`config.mk`:
```
export PLATFORM = sky130hd
export DESIGN_NAME = mat_res_framer
export DESIGN_NICKNAME = d
export VERILOG_FILES = /design/src/rtl/mat_res_framer.sv
export SDC_FILE = /design/constraint.sdc
export NUM_CORES = 1
export LEC_CHECK = 0
export BUFFER_PORTS_ARGS = -buffer_cell sky130_fd_sc_hd__buf_2
export CORE_ASPECT_RATIO = 0.6
export CORE_MARGIN = 4
export CORE_UTILIZATION = 40
export DETAILED_ROUTE_END_ITERATION = 7
export PLACE_DENSITY = 0.58
export SLEW_MARGIN = 20
export SYNTH_ARGS = -nofsm -noshare
export SYNTH_HDL_FRONTEND = slang
export SYNTH_SLANG_ARGS = --single-unit
export TNS_END_PERCENT = 1
```
`constraint.sdc`:
```
create_clock -name i_clk -period 2.5 [get_ports i_clk]
set_input_delay 0.125 -clock i_clk [delete_from_list [all_inputs] [get_ports i_clk]]
set_output_delay 0.125 -clock i_clk [all_outputs]
set_load 0.01 [all_outputs]
```
`src/rtl/mat_res_framer.sv`:
```
// Buffers one result matrix from the engine's byte stream and replays it as a framed packet:
// HDR, LEN, data bytes, CSUM (LAST on CSUM). Collect and send never overlap.
module mat_res_framer #(
  parameter int         DEPTH = 16,
  parameter logic [7:0] HDR   = 8'hA5
) (
  input  logic       i_clk,
  input  logic       i_rst_n,
  input  logic       i_clk_e,
  input  logic [7:0] s_axis_data,
  input  logic       s_axis_valid,
  output logic       s_axis_ready,
  input  logic       s_axis_last,
  output logic [7:0] m_axis_data,
  output logic       m_axis_valid,
  input  logic       m_axis_ready,
  output logic       m_axis_last,
  output logic       o_overflow
);

  localparam int PW = $clog2(DEPTH);
  localparam int CW = PW + 1;

  typedef enum logic [2:0] {
    COLLECT,
    SEND_HDR,
    SEND_LEN,
    SEND_DATA,
    SEND_CSUM
  } state_t;

  state_t        state_reg;
  logic [CW-1:0] count_reg;
  logic [PW-1:0] rd_ptr_reg;
  logic [7:0]    csum_reg;
  logic          overflow_reg;
  logic [7:0]    data_reg;
  logic          valid_reg;
  logic          last_reg;

  logic [7:0]    frame_mem [DEPTH];

  logic          in_xfer;
  logic          out_xfer;
  logic [CW-1:0] count_inc;
  logic [PW-1:0] rd_ptr_inc;
  logic [7:0]    count_byte;
  logic          frame_full;
  logic          frame_close;
  logic          data_done;

  assign s_axis_ready = i_rst_n && (state_reg == COLLECT);
  assign m_axis_data  = data_reg;
  assign m_axis_valid = valid_reg;
  assign m_axis_last  = last_reg;
  assign o_overflow   = overflow_reg;

  assign in_xfer     = i_clk_e & s_axis_valid & s_axis_ready;
  assign out_xfer    = i_clk_e & valid_reg & m_axis_ready;
  assign count_inc   = count_reg + CW'(1);
  assign rd_ptr_inc  = rd_ptr_reg + PW'(1);
  assign count_byte  = 8'(count_reg);
  assign frame_full  = (count_inc == CW'(DEPTH));
  assign frame_close = s_axis_last | frame_full;
  // rd_ptr never exceeds count-1, so the widened compare is exact.
  assign data_done   = ({1'b0, rd_ptr_reg} == (count_reg - CW'(1)));

  // Count is always below DEPTH while collecting, so the low bits address the buffer.
  always_ff @(posedge i_clk) begin
    if (in_xfer) begin
      frame_mem[count_reg[PW-1:0]] <= s_axis_data;
    end
  end

  always_ff @(posedge i_clk or negedge i_rst_n) begin
    if (!i_rst_n) begin
      state_reg    <= COLLECT;
      count_reg    <= '0;
      rd_ptr_reg   <= '0;
      csum_reg     <= '0;
      overflow_reg <= 1'b0;
      data_reg     <= 8'h00;
      valid_reg    <= 1'b0;
      last_reg     <= 1'b0;
    end else if (i_clk_e) begin
      case (state_reg)
        COLLECT: begin
          if (in_xfer) begin
            count_reg <= count_inc;
            csum_reg  <= csum_reg + s_axis_data;
            if (frame_close) begin
              state_reg <= SEND_HDR;
              valid_reg <= 1'b1;
              data_reg  <= HDR;
              last_reg  <= 1'b0;
              if (frame_full && !s_axis_last) begin
                overflow_reg <= 1'b1;
              end
            end
          end
        end
        SEND_HDR: begin
          if (out_xfer) begin
            state_reg <= SEND_LEN;
            data_reg  <= count_byte;
          end
        end
        SEND_LEN: begin
          if (out_xfer) begin
            state_reg  <= SEND_DATA;
            rd_ptr_reg <= '0;
            data_reg   <= frame_mem[0];
          end
        end
        SEND_DATA: begin
          if (out_xfer) begin
            if (data_done) begin
              state_reg <= SEND_CSUM;
              data_reg  <= count_byte + csum_reg;
              last_reg  <= 1'b1;
            end else begin
              rd_ptr_reg <= rd_ptr_inc;
              data_reg   <= frame_mem[rd_ptr_inc];
            end
          end
        end
        SEND_CSUM: begin
          if (out_xfer) begin
            state_reg <= COLLECT;
            count_reg <= '0;
            csum_reg  <= '0;
            valid_reg <= 1'b0;
            last_reg  <= 1'b0;
            data_reg  <= 8'h00;
          end
        end
        default: begin
          state_reg <= COLLECT;
          valid_reg <= 1'b0;
          last_reg  <= 1'b0;
        end
      endcase
    end
  end

endmodule

```
==> flow_metrics.py, run 1 <==
metrics = {
    "timing": {
        "finalSetupViolations": 0,
        "finalCriticalPeriod_ps": 2420,
        "final_critical_path_setup_slack_ps": 77.9,
        "slew_violations": 0,
        "final.hold.worst_slack_ps": 97.4,
        "hold_viol_final": 0,
        "final.period_utilization": 0.969,
        "tightest_slew_ps": 700,
        "rsz0062_at_grt": "yes",
        "finalClockSkew_ps": 12.6,
        "max_clock_freq_mhz": 413,
        "worst_slew_margin_rel": 0.533,
    },
    "die": {
        "dieWidth_um": 184,
        "initial_core_utilization": 0.409,
        "core-area_um2": 18100,
        "floorplan.die_area_um2": 20800,
        "design.portCount": 26,
        "fp.dieH_um": 113,
        "rows": 38,
    },
    "global_route": {
        "grt_max_degree": 33,
        "first_global_vias": 4530,
        "grtUsageTotal": 0.186,
        "grt_remaining_overflow": 0,
        "grt_antenna_before_repair": 0,
        "global_route_wire_length_before_repair_um": 28400,
    },
    "critical_path": {
        "path_cells": "ha_1 > mux4_1 > mux4_2 > mux2i_1 > o21ai_1 > mux2_2",
        "worstPathBufferInverterCount": 0,
        "criticalPathCategory": "flip-flop to flip-flop",
        "critPathTopFamily": "multiplexers",
        "worstSetupStartpointType": "flip-flop",
        "worstPathArrival_ps": 2720,
        "critical-path-max-stage-delay_ps": 570,
        "cp-end-kind": "flip-flop",
        "cp.required_ps": 2800,
        "timing.critical_path.slowest_stage_cell": "mux4_1",
        "worstPathMaxFanout": 4,
    },
    "detailed_routing": {
        "post-route-drc-count": 0,
        "wl_met2_um": 7260,
        "drt_iter0_markers": 430,
        "met3_wirelength_um": 1850,
        "drtPass1Iterations": 5,
        "post_dr_wirelength_cell_um": 23.2,
        "route.top_layer_used": "met4",
        "drt-met1-wl_um": 9370,
        "viasPerCell": 5.76,
        "routed_wl_um": 18600,
        "detailroute.via_count": 4620,
        "postRouteAntennaNets": 0,
    },
    "power_and_ir_drop": {
        "p_switching_mw": 2.69,
        "finalPower_mw": 8.42,
        "power.clock.fraction": 0.282,
        "power.sequential.fraction": 0.380,
        "netSwitchingFraction": 0.319,
        "pwr-share-comb": 0.339,
        "intPower_mw": 5.73,
        "power.static_leakage_nw": 3.13,
        "vdd.ir_drop.worst_v": 0.000558,
        "cell_area_power_density_nw_per_um2": 981,
    },
    "yosys": {
        "synth-simple-area-share": 0.0791,
        "synth_top_flop_cell": "edfxtp_1",
        "synth.cell_area_um2": 7400,
        "synth_adder_area_share": 0.0341,
        "synth_compound_gate_area_share": 0.0849,
        "postSynthRegisterBits": 159,
        "avgSynthCellArea_um2": 15.3,
        "ys_seq_area_frac": 0.624,
        "synth-xor-area-share": 0.0201,
        "mappedNetlistNets": 518,
        "synth-edff-count": 128,
        "yosys.cell_types.count": 57,
        "main_combinational_cell_family_by_area_after_synthesis": "multiplexers",
        "ys_warn_count": 0,
        "yosys-mux-area-fraction": 0.132,
        "asyncSetResetFlopFracSynth": 0.195,
        "synth_cells": 485,
    },
    "clock_tree": {
        "cts_setup_buffers": 0,
        "clk_pin_slew_ps": 70,
        "cts-buffers-inserted": 17,
        "cts-root-to-sink-buffers": 2,
        "clock_tree.root_cell": "clkbuf_16",
        "tritoncts": "done",
        "clock_h_tree_levels": 4,
        "worstSkewPairLatency_ps": 420,
        "cts.sink_count": 159,
    },
    "placed_design": {
        "place.detailed.hpwl_um": 13400,
        "buffer_ports.inserted": 25,
        "finalWeightedCongestion": 0.933,
        "place_worst_setup_slack_ps": 97.7,
    },
    "finish": {
        "final_common_cell": "edfxtp_1",
        "insertedDiodeCount": 0,
        "finalCoreUtilization": 0.474,
        "layout.filler_cells": 1549,
        "area_growth_pct": 16.0,
        "number_of_flip_flops_in_the_largest_register": 128,
        "combined_flip_flop_and_latch_cell_area_um2": 4620,
        "mostFrequentLayoutCells": "edfxtp_1 (128), buf_4 (46), dfrtp_1 (30)",
        "multi_input_comb_area_um2": 2610,
        "layout-drive-gt1-share": 0.237,
        "finish.net_count": 583,
    },
    "outcome": {
        "status": "completed",
    },
    "worst_hold_path": {
        "hold_path.class": "input port to flip-flop",
    },
    "flow_run": {
        "maximum_capacitance_violations": 0,
    },
}
[cells in the mapped netlist, drive strengths merged (6+ instances only)]
cell type,instances,area (um2)
a21oi,24,120
a22oi,6,45.0
and2,6,37.5
buf,16,104
clkbuf,11,51.3
dfrtp,31,776
edfxtp,128,3840
ha,17,213
inv,9,33.8
mux4,38,927
nand2,25,93.8
nand2b,6,37.5
nand3,8,40.0
nor2,27,101
nor2b,9,56.3
nor3,15,80.1
o21ai,30,150
xnor2,7,61.3
xor2,10,87.6
[per-stage QoR]
step           instances  setup TNS, ps  area, um2
2_1_floorplan        485              0       7400
3_3_place_gp         770              0       8030
3_5_place_dp         770              0       8030
4_1_cts              802              0       8570
5_1_grt              802          -5.41       8590
6_report             802              0       8590
[tightest hold or removal path, cell delays in order]
cell	delay (ps)
buf_2	90
nor2_1	40
a41o_1	220
[cell type report]
class,instances,area share
Clock inverter,14,0.0125
Tap cell,240,0.0350
Clock buffer,17,0.0495
Inverter,9,0.00393
Multi-Input combinational cell,290,0.304
Timing Repair Buffer,73,0.0573
Sequential cell,159,0.538
[path summary, 6_finish.rpt]
check | startpoint | end | slack [ps] | cells after the start
worst max register to register | rd_ptr_reg[0]$_DFFE_PN0P_ | m_axis_data[2]$_DFFE_PN0P_ | 80 | 6
min in group asynchronous | i_rst_n | m_axis_valid$_DFFE_PN0P_ | 290 | 3
worst max-delay path | rd_ptr_reg[0]$_DFFE_PN0P_ | m_axis_data[2]$_DFFE_PN0P_ | 80 | 6
worst min register to register | o_overflow$_DFFE_PN0P_ | o_overflow$_DFFE_PN0P_ | 470 | 1
worst min-delay path | s_axis_last | o_overflow$_DFFE_PN0P_ | 100 | 3
max in group asynchronous | i_rst_n | rd_ptr_reg[0]$_DFFE_PN0P_ | 1860 | 3
[repair_timing]
action | 4_1_cts | 5_1_grt
hold buffers | 1 | 0
endpoints found under the setup margin | 0 | 4
gates resized for setup | 0 | 3
endpoints found under the hold margin | 31 | 0
[layer usage]
layer  global-route usage  up-vias
met2                0.232      197
met5                    0        -
met1                0.309     2364
met3               0.0625       13
li1                     -     2046
met4               0.0367        0
[power groups by stage]
stage          sequential, mW  combinational (mW)  clock (mW)
2_1_floorplan            3.22                2.05           0
3_3_place_gp             3.23                2.78           0
3_5_place_dp             3.24                2.84           0
4_1_cts                  3.19                2.85        2.42
6_report                 3.20                2.85        2.37
5_1_grt                  3.22                3.13        2.56
[cell families after synthesis]
logic type / after synthesis
adder cells (fa/ha/maj): 19
AND/OR/NAND/NOR: 115
multiplexers: 43
buffers and inverters: 36
flip-flops: 159
AO/OA/AOI/OAI: 96
XOR/XNOR: 17
Note: power is estimated with default switching activity, not from simulation.
==> run 2: changes to the inputs <==
--- a/config.mk
+++ b/config.mk
@@ -6,11 +6,12 @@
 export NUM_CORES = 1
 export LEC_CHECK = 0
 export BUFFER_PORTS_ARGS = -buffer_cell sky130_fd_sc_hd__buf_2
+export CELL_PAD_IN_SITES_DETAIL_PLACEMENT = 0
+export CELL_PAD_IN_SITES_GLOBAL_PLACEMENT = 1
 export CORE_ASPECT_RATIO = 0.6
-export CORE_MARGIN = 4
 export CORE_UTILIZATION = 40
 export DETAILED_ROUTE_END_ITERATION = 7
-export PLACE_DENSITY = 0.58
+export PLACE_DENSITY = 0.66
 export SLEW_MARGIN = 20
 export SYNTH_ARGS = -nofsm -noshare
 export SYNTH_HDL_FRONTEND = slang
==> run 2 against run 1 <==
Net effect: final cell count shrank 0.37%; critical path depth grew 3; combinational power is essentially flat; sequential power is essentially flat; setup slack gained 23 ps; register-to-register slack gained 20 ps; clock power grew 13%; non-clock buffer count shrank 4.
==> flow_metrics.py, run 2 (synthesis gave the netlist of run 1 again) <==
metrics = {
    "global_route": {
        "grt_max_degree": 33,
        "grt_remaining_overflow": 0,
        "met1_usage": 0.344,
        "groute.layer.met2.usage": 0.247,
        "busiest_layer": "met1",
        "first_global_vias": 4294,
        "grt.met3_usage": 0.0537,
        "grtUsageTotal": 0.205,
        "grt_antenna_before_repair": 0,
        "global_route_wire_length_before_repair_um": 27500,
    },
    "die": {
        "dieWidth_um": 178,
        "floorplan.die_area_um2": 19100,
        "design.portCount": 26,
        "core-area_um2": 18100,
        "fp.dieH_um": 107,
        "initial_core_utilization": 0.410,
        "rows": 38,
    },
    "finish": {
        "finish.net_count": 579,
        "layout-drive-gt1-share": 0.234,
        "instances_no_fill": 799,
        "layout.filler_cells": 1580,
        "area_growth_pct": 16.8,
        "final_common_cell": "edfxtp_1",
        "mostFrequentLayoutCells": "edfxtp_1 (128), buf_4 (41), dfrtp_1 (30)",
        "insertedDiodeCount": 0,
        "number_of_flip_flops_in_the_largest_register": 128,
        "finalCoreUtilization": 0.479,
    },
    "worst_hold_path": {
        "hold-path-endpoint": "state_reg[2]$_DFFE_PN0P_",
        "min_from": "i_clk_e",
        "hold_path.class": "input port to flip-flop",
        "min_path_cells": 4,
    },
    "timing": {
        "finalCriticalPeriod_ps": 2400,
        "worst_slew_margin_rel": 0.469,
        "finalClockSkew_ps": 15.4,
        "final.hold.worst_slack_ps": 92.4,
        "final_critical_path_setup_slack_ps": 101,
        "max_clock_freq_mhz": 417,
        "rsz0062_at_grt": "no",
        "final.period_utilization": 0.960,
        "final.setup.tns_ps": 0,
        "finalSetupViolations": 0,
        "hold_viol_final": 0,
        "tightest_slew_ps": 797,
        "slew_violations": 0,
    },
    "placed_design": {
        "place_worst_setup_slack_ps": 63.3,
        "dp.cells": 766,
        "place.detailed.hpwl_um": 13200,
        "buffer_ports.inserted": 25,
        "finalWeightedCongestion": 0.842,
    },
    "power_and_ir_drop": {
        "power.static_leakage_nw": 3.14,
        "vdd.ir_drop.worst_v": 0.000685,
        "cell_area_power_density_nw_per_um2": 1010,
    },
    "clock_tree": {
        "tritoncts": "done",
        "cts.sink_count": 159,
        "cts-root-to-sink-buffers": 2,
        "cts-buffers-inserted": 17,
        "worstSkewPairLatency_ps": 430,
        "clock_tree.root_cell": "clkbuf_16",
        "cts_setup_buffers": 0,
        "clock_h_tree_levels": 4,
        "clk_pin_slew_ps": 80,
    },
    "critical_path": {
        "critical-path-max-stage-delay_ps": 430,
        "r2r_start": "count_reg[0]$_DFFE_PN0P_",
        "worstPathArrival_ps": 2770,
        "criticalPathCategory": "flip-flop to flip-flop",
        "worstSetupStartpointType": "flip-flop",
        "timing.critical_path.slowest_stage_cell": "a21oi_1",
        "r2r-end": "m_axis_data[3]$_DFFE_PN0P_",
        "worst_r2r_path_depth": 9,
        "worstPathBufferInverterCount": 2,
        "cp.required_ps": 2870,
        "critPathTopFamily": "compound AO/OA/AOI/OAI gates",
        "cp-end-kind": "flip-flop",
        "rrSetupSlack_ps": 100,
        "worstPathMaxFanout": 7,
        "path_cells": "inv_1 > ha_2 > xnor2_1 > nor2_1 > o311a_4 > buf_4 > nand4_1 > a21oi_1 > a221o_1",
    },
    "outcome": {
        "status": "completed",
    },
    "detailed_routing": {
        "drtPass1Iterations": 5,
        "post_dr_wirelength_cell_um": 23.0,
        "viasPerCell": 5.74,
        "routed_wl_um": 18300,
        "post-route-drc-count": 0,
        "postRouteAntennaNets": 0,
        "drt_iter0_markers": 528,
        "detailroute.via_count": 4585,
    },
    "flow_run": {
        "maximum_capacitance_violations": 0,
    },
}
run 2: changes by cell type in the layout (fill, tap and decap cells not counted), moves of 2 or more:
cell,delta
bufinv_16,+2
buf_4,-5
a21oi_2,-2
inv_8,+2
a21oi_1,+2
clkinvlp_4,-2
ha_1,-2
run 2: tightest hold or removal path, stage by stage:
cell     delay, ps
buf_2          120
inv_1           80
o21ai_0        100
o31ai_1         70
run 2: through the flow:
stage	area, um2	power, mW
floorplan	7400	5.27
global placement	8000	6.02
detailed placement	8000	6.07
CTS	8610	8.73
global route	8650	9.16
finish	8650	8.74
run 2: layer usage:
layer	share of wire	routed length (um)	up-vias
met3	0.092	1690	11
met2	0.38	6940	198
li1	-	-	2044
met1	0.52	9600	2332
met4	0.0065	120	0
met5	0	0	-
run 2: report_power, final:
group          internal, mW  switching (mW)
logic                  1.42            1.46
clock network          1.51            1.16
registers              3.02           0.173
run 2: repair_timing:
action	4_1_cts	5_1_grt
endpoints found under the hold margin	31	0
hold buffers	1	0
setup endpoints to repair	0	8
gates resized for setup	0	7
run 2: how the worst max path moves through the flow:
stage / start / to / depth (start not counted)
6_report: count_reg[0]$_DFFE_PN0P_ / m_axis_data[3]$_DFFE_PN0P_ / 9
5_1_grt: csum_reg[1]$_DFFE_PN0P_ / csum_reg[7]$_DFFE_PN0P_ / 7
4_1_cts: rd_ptr_reg[0]$_DFFE_PN0P_ / m_axis_data[2]$_DFFE_PN0P_ / 7
3_5_place_dp: rd_ptr_reg[0]$_DFFE_PN0P_ / m_axis_data[2]$_DFFE_PN0P_ / 7
3_3_place_gp: rd_ptr_reg[0]$_DFFE_PN0P_ / m_axis_data[2]$_DFFE_PN0P_ / 7
2_1_floorplan: state_reg[1]$_DFFE_PN0P_ / frame_mem[3][0]$_DFFE_PP_ / 6
run 2: final cells by class:
cell class	count	area [um2]	area share
Inverter	9	33.8	0.00391
Tap cell	240	300	0.0347
Clock inverter	15	178	0.0205
Clock buffer	17	425	0.0492
Multi-Input combinational cell	290	2630	0.304
Timing Repair Buffer	69	465	0.0538
Sequential cell	159	4620	0.534
==> run 3: changes to the inputs <==
--- a/config.mk
+++ b/config.mk
@@ -12,6 +12,7 @@
 export CORE_UTILIZATION = 40
 export DETAILED_ROUTE_END_ITERATION = 7
 export PLACE_DENSITY = 0.66
+export SKIP_CTS_REPAIR_TIMING = 1
 export SLEW_MARGIN = 20
 export SYNTH_ARGS = -nofsm -noshare
 export SYNTH_HDL_FRONTEND = slang
==> constraint.sdc (replaced) <==
create_clock -name i_clk -period 2.5 [get_ports i_clk]
set_input_delay 0.5 -clock i_clk [delete_from_list [all_inputs] [get_ports i_clk]]
set_output_delay 0.5 -clock i_clk [all_outputs]
set_load 0.01 [all_outputs]
==> run 3 against run 2 <==
Net effect: count of clock-buffer cells in the layout rose by 2; non-clock buffer count rose by 2; sequential cell count did not move; clock skew fell by 3.3 ps; critical endpoint is now m_axis_data[2]$_DFFE_PN0P_; largest power group unchanged.
==> flow_metrics.py, run 3 (synthesis gave the netlist of run 1 again) <==
metrics = {
    "critical_path": {
        "worstSetupStartpointType": "flip-flop",
        "setup.worst_path.start": "rd_ptr_reg[0]$_DFFE_PN0P_",
        "worstPathMaxFanout": 4,
        "r2r_start": "rd_ptr_reg[0]$_DFFE_PN0P_",
        "r2r-end": "m_axis_data[2]$_DFFE_PN0P_",
        "criticalPathCategory": "flip-flop to flip-flop",
        "cp.required_ps": 2800,
        "cp-end-kind": "flip-flop",
        "worstPathArrival_ps": 2700,
        "worst_setup_path_endpoint": "m_axis_data[2]$_DFFE_PN0P_",
        "rrSetupSlack_ps": 100,
        "worst_r2r_path_depth": 6,
    },
    "clock_tree": {
        "clock_h_tree_levels": 4,
        "tritoncts": "done",
        "cts.sink_count": 159,
        "worstSkewPairLatency_ps": 420,
        "cts-buffers-inserted": 17,
        "cts-root-to-sink-buffers": 2,
        "clk_pin_slew_ps": 70,
        "clock_tree.root_cell": "clkbuf_16",
    },
    "power_and_ir_drop": {
        "p_switching_mw": 2.72,
        "power.static_leakage_nw": 3.14,
        "intPower_mw": 5.92,
        "pwr-share-comb": 0.331,
        "finalPower_mw": 8.65,
        "cell_area_power_density_nw_per_um2": 1000,
        "vdd.ir_drop.worst_v": 0.000643,
        "power.sequential.fraction": 0.371,
        "power.clock.fraction": 0.299,
        "netSwitchingFraction": 0.315,
    },
    "outcome": {
        "status": "completed",
    },
    "timing": {
        "hold_viol_final": 0,
        "finalCriticalPeriod_ps": 2400,
        "final_critical_path_setup_slack_ps": 102,
        "tightest_slew_ps": 845,
        "max_clock_freq_mhz": 417,
        "final.setup.tns_ps": 0,
        "worst_slew_margin_rel": 0.437,
        "final.period_utilization": 0.959,
        "finalSetupViolations": 0,
        "rsz0062_at_grt": "yes",
        "finalClockSkew_ps": 12.1,
        "slew_violations": 0,
    },
    "detailed_routing": {
        "detailroute.via_count": 4516,
        "drtPass1Iterations": 5,
        "post_dr_wirelength_cell_um": 23.2,
        "viasPerCell": 5.64,
        "postRouteAntennaNets": 0,
        "drt_iter0_markers": 422,
        "post-route-drc-count": 0,
        "routed_wl_um": 18600,
    },
    "flow_run": {
        "maximum_capacitance_violations": 0,
    },
    "finish": {
        "insertedDiodeCount": 0,
        "number_of_flip_flops_in_the_largest_register": 128,
        "multi_input_comb_area_um2": 2600,
        "fin_area_um2": 8610,
        "area_growth_pct": 16.3,
        "mostFrequentLayoutCells": "edfxtp_1 (128), buf_4 (45), dfrtp_1 (29)",
        "layout-drive-gt1-share": 0.232,
        "final_common_cell": "edfxtp_1",
        "combined_flip_flop_and_latch_cell_area_um2": 4620,
        "layout.filler_cells": 1579,
        "finish.net_count": 581,
    },
    "global_route": {
        "grtUsageTotal": 0.210,
        "grt_max_degree": 32,
        "global_route_wire_length_before_repair_um": 28200,
        "grt_remaining_overflow": 0,
        "grt_antenna_before_repair": 0,
        "first_global_vias": 4441,
    },
    "placed_design": {
        "buffer_ports.inserted": 25,
        "place.detailed.hpwl_um": 13300,
        "place_worst_setup_slack_ps": 59.0,
        "detailed_place.area_um2": 8020,
        "finalWeightedCongestion": 0.807,
    },
    "die": {
        "fp.dieH_um": 107,
        "core-area_um2": 18100,
        "dieWidth_um": 178,
        "initial_core_utilization": 0.410,
        "rows": 38,
        "floorplan.die_area_um2": 19100,
        "design.portCount": 26,
    },
    "worst_hold_path": {
        "hold_path.class": "input port to asynchronous set/reset pin",
    },
}
## run 3: cell types whose count changed in the layout (fill, tap and decap cells not counted), moves of 2 or more
cell | previous run | this run
inv_8 | 3 | 1
clkbuf_1 | 0 | 2
buf_4 | 41 | 45
clkinv_4 | 1 | 4
## run 3: through the flow
stage	utilization	hold slack, ps	instances
final	0.477	149	801
after global routing	0.477	183	801
after CTS	0.476	161	801
after detailed placement	0.444	457	769
after global placement	0.444	448	769
after floorplan	-	204	485
## run 3: worst max-delay path, stage by stage, from the launching register on
cell	delay, ps
dfrtp_2	420
ha_2	370
mux4_1	540
mux4_2	480
mux2i_1	140
o21ai_1	70
mux2_2	260
## run 3: metal layers
| metal | track usage | vias to the layer above | routed length [um] |
|---|---|---|---|
| met1 | 0.357 | 2291 | 9850 |
| met5 | 0 | - | 0 |
| met4 | 0.0476 | 0 | 161 |
| li1 | - | 2050 | - |
| met2 | 0.264 | 163 | 7190 |
| met3 | 0.0445 | 12 | 1380 |
## run 3: worst min path at each step
stage                                     to              startpoint  slack, ps  cells after the start
detailed placement    o_overflow$_DFFE_PN0P_  o_overflow$_DFFE_PN0P_        460                      1
global placement      o_overflow$_DFFE_PN0P_  o_overflow$_DFFE_PN0P_        450                      1
floorplan           count_reg[0]$_DFFE_PN0P_                 i_rst_n        200                      0
finish              state_reg[1]$_DFFE_PN0P_                 i_rst_n        150                      2
global route        state_reg[2]$_DFFE_PN0P_                 i_rst_n        180                      2
CTS                 state_reg[0]$_DFFE_PN0P_                 i_rst_n        160                      2
## run 3: final cells by class
cell class | count | area share
clock inverter | 13 | 0.0177
timing repair buffer | 71 | 0.0551
multi-input combinational | 290 | 0.301
tap | 240 | 0.0349
clock buffer | 19 | 0.0503
sequential | 159 | 0.537
inverter | 9 | 0.00392
## run 3: power groups by stage
stage / clock network (mW) / registers, mW / logic, mW
2_1_floorplan: 0 / 3.22 / 2.05
3_3_place_gp: 0 / 3.25 / 2.84
3_5_place_dp: 0 / 3.25 / 2.86
4_1_cts: 2.62 / 3.20 / 2.87
5_1_grt: 2.72 / 3.22 / 3.12
6_report: 2.58 / 3.20 / 2.86
